File: src/rtl/board_pkg.sv
// Purpose : shared board definitions for the board memory read/write paths:
//           point encodings, board geometry, FSM states, coordinate helper.
// Latency : n/a (package).  Back-pressure: n/a.
package board_pkg;

  // Board geometry: 16x16 intersections, 2 bits per point, flat 512-bit image.
  localparam int BOARD_DIM   = 16;
  localparam int POINT_BITS  = 2;
  localparam int NUM_POINTS  = BOARD_DIM * BOARD_DIM;
  localparam int BOARD_BITS  = NUM_POINTS * POINT_BITS;
  localparam int COORD_BITS  = 8;
  localparam int OFFSET_BITS = 9;  // bit offset of a point, 0..510
  localparam int COUNT_BITS  = 9;  // holds 0..256 inclusive

  // Point encodings. 2'b11 is illegal: never counted, passed through as-is.
  localparam logic [POINT_BITS-1:0] EMPTY_CODE = 2'b00;
  localparam logic [POINT_BITS-1:0] BLACK_CODE = 2'b01;
  localparam logic [POINT_BITS-1:0] WHITE_CODE = 2'b10;

  // Raster position of the final point of a sweep.
  localparam logic [COORD_BITS-1:0] LAST_XY = 8'hFF;

  // Sweep engine states.
  typedef enum logic [1:0] {
    ST_IDLE = 2'd0,
    ST_SCAN = 2'd1,
    ST_DONE = 2'd2
  } scan_state_t;

  // Point (x,y) lives at bit (x*16+y)*2. Because y is exactly 4 bits,
  // x*16+y is just the concatenation {x,y}, so the offset is xy shifted by one.
  function automatic logic [OFFSET_BITS-1:0] point_offset(input logic [COORD_BITS-1:0] xy);
    return {xy, 1'b0};
  endfunction

endpackage

File: src/rtl/board_point_mux.sv
// Purpose : 512->2 selector, returns the point stored at coordinate i_xy.
// Latency : combinational, 0 cycles.  Back-pressure: none.
// Ports   : i_board  - flat board image
//           i_xy     - coordinate {x[3:0], y[3:0]}
//           o_point  - 2-bit point value at i_xy
module board_point_mux
  import board_pkg::*;
(
  input  logic [BOARD_BITS-1:0] i_board,
  input  logic [COORD_BITS-1:0] i_xy,
  output logic [POINT_BITS-1:0] o_point
);

  logic [OFFSET_BITS-1:0] w_offset;

  assign w_offset = point_offset(i_xy);
  assign o_point  = i_board[w_offset +: POINT_BITS];

endmodule

File: src/rtl/board_memory_read.sv
// Purpose : read side of the board memory. A random-access port answers
//           single-point queries; a sweep engine streams all 256 points in
//           raster order and tallies black and white stones.
// Latency : random read 1 cycle; sweep >= 256 SCAN cycles + 1 DONE cycle.
// Backpressure: random port has none; sweep stalls on scan_ready=0 with
//           scan_xy held, done pulse follows acceptance of the last beat.
// Ports   : clock/reset (sync, active-high), board (512-bit image),
//           rd_req/rd_select -> rd_valid/rd_data,
//           scan_start/scan_ready -> scan_valid/scan_xy/scan_data/scan_done,
//           busy, black_count, white_count.
module board_memory_read
  import board_pkg::*;
(
  input  logic                  clock,
  input  logic                  reset,
  input  logic [BOARD_BITS-1:0] board,
  // random-access port
  input  logic                  rd_req,
  input  logic [COORD_BITS-1:0] rd_select,
  output logic                  rd_valid,
  output logic [POINT_BITS-1:0] rd_data,
  // sweep port
  input  logic                  scan_start,
  input  logic                  scan_ready,
  output logic                  scan_valid,
  output logic [COORD_BITS-1:0] scan_xy,
  output logic [POINT_BITS-1:0] scan_data,
  output logic                  scan_done,
  output logic                  busy,
  output logic [COUNT_BITS-1:0] black_count,
  output logic [COUNT_BITS-1:0] white_count
);

  // ------------------------------------------------------------------
  // Random-access port
  // ------------------------------------------------------------------
  logic [POINT_BITS-1:0] w_rd_point;
  logic                  r_rd_valid;
  logic [POINT_BITS-1:0] r_rd_data;

  board_point_mux u_rd_mux (
    .i_board (board),
    .i_xy    (rd_select),
    .o_point (w_rd_point)
  );

  // Independent of the sweep engine; rd_data holds its last value when idle.
  always_ff @(posedge clock) begin
    if (reset) begin
      r_rd_valid <= 1'b0;
      r_rd_data  <= '0;
    end else begin
      r_rd_valid <= rd_req;
      if (rd_req) begin
        r_rd_data <= w_rd_point;
      end
    end
  end

  assign rd_valid = r_rd_valid;
  assign rd_data  = r_rd_data;

  // ------------------------------------------------------------------
  // Sweep engine
  // ------------------------------------------------------------------
  scan_state_t           r_state;
  logic [COORD_BITS-1:0] r_index;
  logic                  r_scan_valid;
  logic                  r_scan_done;
  logic                  r_busy;
  logic [COUNT_BITS-1:0] r_black_count;
  logic [COUNT_BITS-1:0] r_white_count;

  logic [POINT_BITS-1:0] w_scan_point;
  logic                  w_accept;

  // The sweep reads the live board, so a write during a stall is visible and
  // the value present on the accepting edge is the one that gets counted.
  board_point_mux u_scan_mux (
    .i_board (board),
    .i_xy    (r_index),
    .o_point (w_scan_point)
  );

  assign w_accept = r_scan_valid && scan_ready;

  always_ff @(posedge clock) begin
    if (reset) begin
      r_state       <= ST_IDLE;
      r_index       <= '0;
      r_scan_valid  <= 1'b0;
      r_scan_done   <= 1'b0;
      r_busy        <= 1'b0;
      r_black_count <= '0;
      r_white_count <= '0;
    end else begin
      r_scan_done <= 1'b0;
      case (r_state)
        ST_IDLE: begin
          if (scan_start) begin
            r_state       <= ST_SCAN;
            r_index       <= '0;
            r_black_count <= '0;
            r_white_count <= '0;
            r_scan_valid  <= 1'b1;
            r_busy        <= 1'b1;
          end
        end

        ST_SCAN: begin
          // scan_start is deliberately ignored here: no restart mid-sweep.
          if (w_accept) begin
            if (w_scan_point == BLACK_CODE) begin
              r_black_count <= r_black_count + 1'b1;
            end
            if (w_scan_point == WHITE_CODE) begin
              r_white_count <= r_white_count + 1'b1;
            end
            if (r_index == LAST_XY) begin
              // Index stays at the last point; it never wraps into a new beat.
              r_state      <= ST_DONE;
              r_scan_valid <= 1'b0;
              r_scan_done  <= 1'b1;
            end else begin
              r_index <= r_index + 1'b1;
            end
          end
        end

        ST_DONE: begin
          r_state <= ST_IDLE;
          r_busy  <= 1'b0;
        end

        default: begin
          r_state      <= ST_IDLE;
          r_scan_valid <= 1'b0;
          r_busy       <= 1'b0;
        end
      endcase
    end
  end

  assign scan_valid  = r_scan_valid;
  assign scan_xy     = r_index;
  assign scan_data   = w_scan_point;
  assign scan_done   = r_scan_done;
  assign busy        = r_busy;
  assign black_count = r_black_count;
  assign white_count = r_white_count;

endmodule

File: config.mk
export PLATFORM = sky130hd
export DESIGN_NAME = board_memory_read
export DESIGN_NICKNAME = d
export VERILOG_FILES = /design/src/rtl/board_pkg.sv /design/src/rtl/board_point_mux.sv /design/src/rtl/board_memory_read.sv
export SDC_FILE = /design/constraint.sdc
export NUM_CORES = 1
export LEC_CHECK = 0
export CAP_MARGIN = 20
export CORE_AREA = 2 2 216 218
export DETAILED_ROUTE_END_ITERATION = 8
export DIE_AREA = 0 0 218 220
export PLACE_DENSITY = 0.6
export SLEW_MARGIN = 5
export SYNTH_ARGS = -nofsm -noshare
export SYNTH_HDL_FRONTEND = slang
export SYNTH_SLANG_ARGS = --single-unit
File: constraint.sdc
create_clock -name clock -period 5.05 [get_ports clock]
set_input_delay 1.515 -clock clock [delete_from_list [all_inputs] [get_ports clock]]
set_output_delay 1.515 -clock clock [all_outputs]
set_load 0.005 [all_outputs]
==> reports/metrics.cfg, run 1 <==
[run_status]
status=complete, but fails checks
violations=negative setup slack

[worst_hold_path]
hp-start=rd_data[0]
hold_path.class=flip-flop to flip-flop
holdPathEnd=rd_data[0]
hold_depth=2

[global_routing]
grt_max_degree=33
overflow=0
grt_pass1_wl_um=83200
gr-usage-all-layers_pct=23.9
grt_pass1_vias=12000
antenna_found_initial=11

[timing]
setup_violations=2
whs_ns=0.496
finalCriticalPeriod_ns=5.17
min_period_over_period_pct=102
final_max_slew_viol_count=0
max_freq_ghz=0.193
tightest_slew_ns=0.724
hold_viol=0
slew_headroom_pct=51.6
setup_ws_ns=-0.123
rsz0062_at_grt=true
clock_skew_ns=0.00422

[placed_design]
dp_slack_ns=-1.09
io_buffers=558
gp_congestion=0.921
hpwl_um=49900
place_area_um2=16900

[cells_and_area]
syn2layout_area_growth_pct=69.3
final_nets=1896
stdcell_area_um2=17300
drive_gt1_share_pct=35.7

[clock_network]
post_cts_buffers=0
clock_sinks=34
cts_tree=yes
clk_latency_ns=0.28
htree_levels=2
cts-buffers-inserted=5
ctsHoldBuffers=0
clockBufferDepth=2
clkSlewWorstSetupHoldPaths_ns=0.06
cts_root_buf=clkbuf_16

[floorplan]
ios=559
fp.coreArea_um2=45900
start_util_pct=22.3
rows=79
die_h_um=220
die_w_um=218
die-area_um2=48000

[drt]
drcViolationCount=0
wl_per_cell_um=29.8
drt_wl_total_um=59300
vias_per_cell=5.60
postRouteAntennaNets=0
dr.pass1.iters=5
drt_iter0_drc=945
dr_total_vias=11100

[logic_synthesis]
yosysSeqAreaShare_pct=6.66
syn_nets=1340
syn_inst=812
synth-edff-count=0
async_reset_ff_share_pct=0
syn_area_per_cell_um2=12.6
ys_ff_latch=34
ys_types=65
yosys_warnings=0
synth-main-ff-cell=dfxtp_1
synthesis.area_um2=10200

[setup_path]
startpoint_type=input port
cp_max_fo=2
critical_path_class=input port to primary output
cp-end-kind=primary output
cp_cell_sequence=buf_6 > mux4_2 > mux4_2 > mux4_2 > nand4_1 > o311a_4 > inv_4 > buf_6
path_buf_inv=3
r2r_slack_ns=1.47
crit_slowest_cell=mux4_2
critPathMostFrequentCell=mux4_2
crit_required_ns=3.54
r2r_start=scan_xy[0]
r2r_cells=13
cp.arrival_ns=3.66
cp_top_family=multiplexers
r2r-end=black_count[5]
critPathMaxStageDelay_ns=0.53

[power_and_ir_drop]
powerDensity_nw_per_um2=112
p_total_mw=1.93
peakVddDrop_v=0.000121
leakagePower_nw=5.97

[job]
max_cap_viol_count=0

-- worst max path at each step --
stage | from | endpoint | slack, ns | cells after the start
3_5_place_dp | board[128] | scan_data[0] | -1.09 | 9
5_1_grt | board[326] | scan_data[0] | -0.16 | 9
6_report | board[398] | scan_data[0] | -0.12 | 8
3_3_place_gp | board[148] | scan_data[0] | -1.15 | 9
4_1_cts | board[398] | scan_data[0] | -0.14 | 8
2_1_floorplan | board[398] | scan_data[0] | 0.22 | 7
-- per-stage QoR --
stage	cells	TNS, ns	utilization, %
final	1987	-0.157	37.7
after global routing	1987	-0.232	37.7
after CTS	1976	-0.140	37.2
after detailed placement	1969	-1.87	36.8
after global placement	1969	-1.97	36.8
after floorplan	812	0	-
-- final cells by class --
class                           count  area, µm²
Sequential cell                    34        694
Antenna cell                       11       27.5
Inverter                           11       46.3
Multi-Input combinational cell    665       9260
Clock inverter                      3       68.8
Clock buffer                        5        125
Tap cell                          607        759
Fill cell                        4520      28600
Timing Repair Buffer              651       6340
-- cell usage in the layout, fill, tap and decap left out, types with 24 or more instances in the layout --
master	instances
clkdlybuf4s50_1	391
mux4_2	286
dlygate4sd2_1	99
buf_4	81
nand2_1	60
mux2i_1	42
nor2_1	36
dfxtp_1	29
dlymetal6s2s_1	25
buf_6	24
-- cells by family after synthesis --
logic type | after synthesis | share of synthesized area, %
DFF | 34 | 6.66
AOI/OAI and AO/OA | 129 | 9.15
adders and majority gates | 3 | 0.367
muxes | 343 | 68.7
and+or+nand+nor | 186 | 8.81
xor gates and xnor gates | 4 | 0.343
buffers and inverters | 113 | 6.00
-- worst register-to-register path, stage by stage (launching register included) --
cell and delay [ns]:
dfxtp_4 0.61, buf_12 0.24, buf_4 0.20, mux4_2 0.52
o22ai_2 0.21, nor3_4 0.08, nor4_4 0.33, buf_4 0.16
a211o_1 0.17, o21a_4 0.17, inv_4 0.05, buf_4 0.19
or4_1 0.51, nand3_1 0.09
-- repair_timing --
item / in CTS / in global routing
endpoints found under the setup margin: 2 / 2
hold endpoints to repair: 0 / 0
pin swaps: 30 / 16
gates resized for setup: 293 / 59
-- layer usage --
metal	vias up	wire length (µm)	GRT usage [%]	part of all wire, %
met4	0	1420	7.39	2.4
met5	-	0	0	0
met1	5778	23200	29.7	39
met3	54	3750	3.96	6.3
li1	4732	-	-	-
met2	566	30900	42.4	52
-- power breakdown --
| group | internal [mW] | total [mW] | switching, mW |
|---|---|---|---|
| combinational | 0.771 | 1.23 | 0.463 |
| sequential | 0.274 | 0.287 | 0.0131 |
| clock | 0.284 | 0.412 | 0.129 |
| total | 1.33 | 1.93 | 0.605 |
-- Yosys cell counts (10+ instances only) --
cell type	instances	area share (%)
o21ai_0	10	0.49
a22oi_1	14	1.0
nor3_1	12	0.59
buf_2	30	1.5
a31oi_1	10	0.61
mux2i_1	50	4.9
nand2_1	60	2.2
clkbuf_1	31	1.1
mux4_2	286	63
nor2b_1	14	0.86
a21oi_1	19	0.93
dfxtp_1	34	6.7
buf_4	19	1.4
buf_1	12	0.44
buf_6	10	1.1
nand3_1	21	1.0
nor2_1	36	1.3
-- state kept, by name (all words and copies together), names as in the netlist --
name / flops
black_count: 9
white_count: 9
scan_xy: 8
r_state: 2
rd_data: 2
busy: 1
rd_valid: 1
scan_done: 1
scan_valid: 1
No activity file was read; power rests on OpenSTA's default activity.
==> run 2: changes to the inputs <==
- HOLD_SLACK_MARGIN: default -> 0.12
- SLEW_MARGIN: 5 -> 20
==> results of run 2 <==
Same layout as run 1: the final DEF is identical, and so are final timing and power.
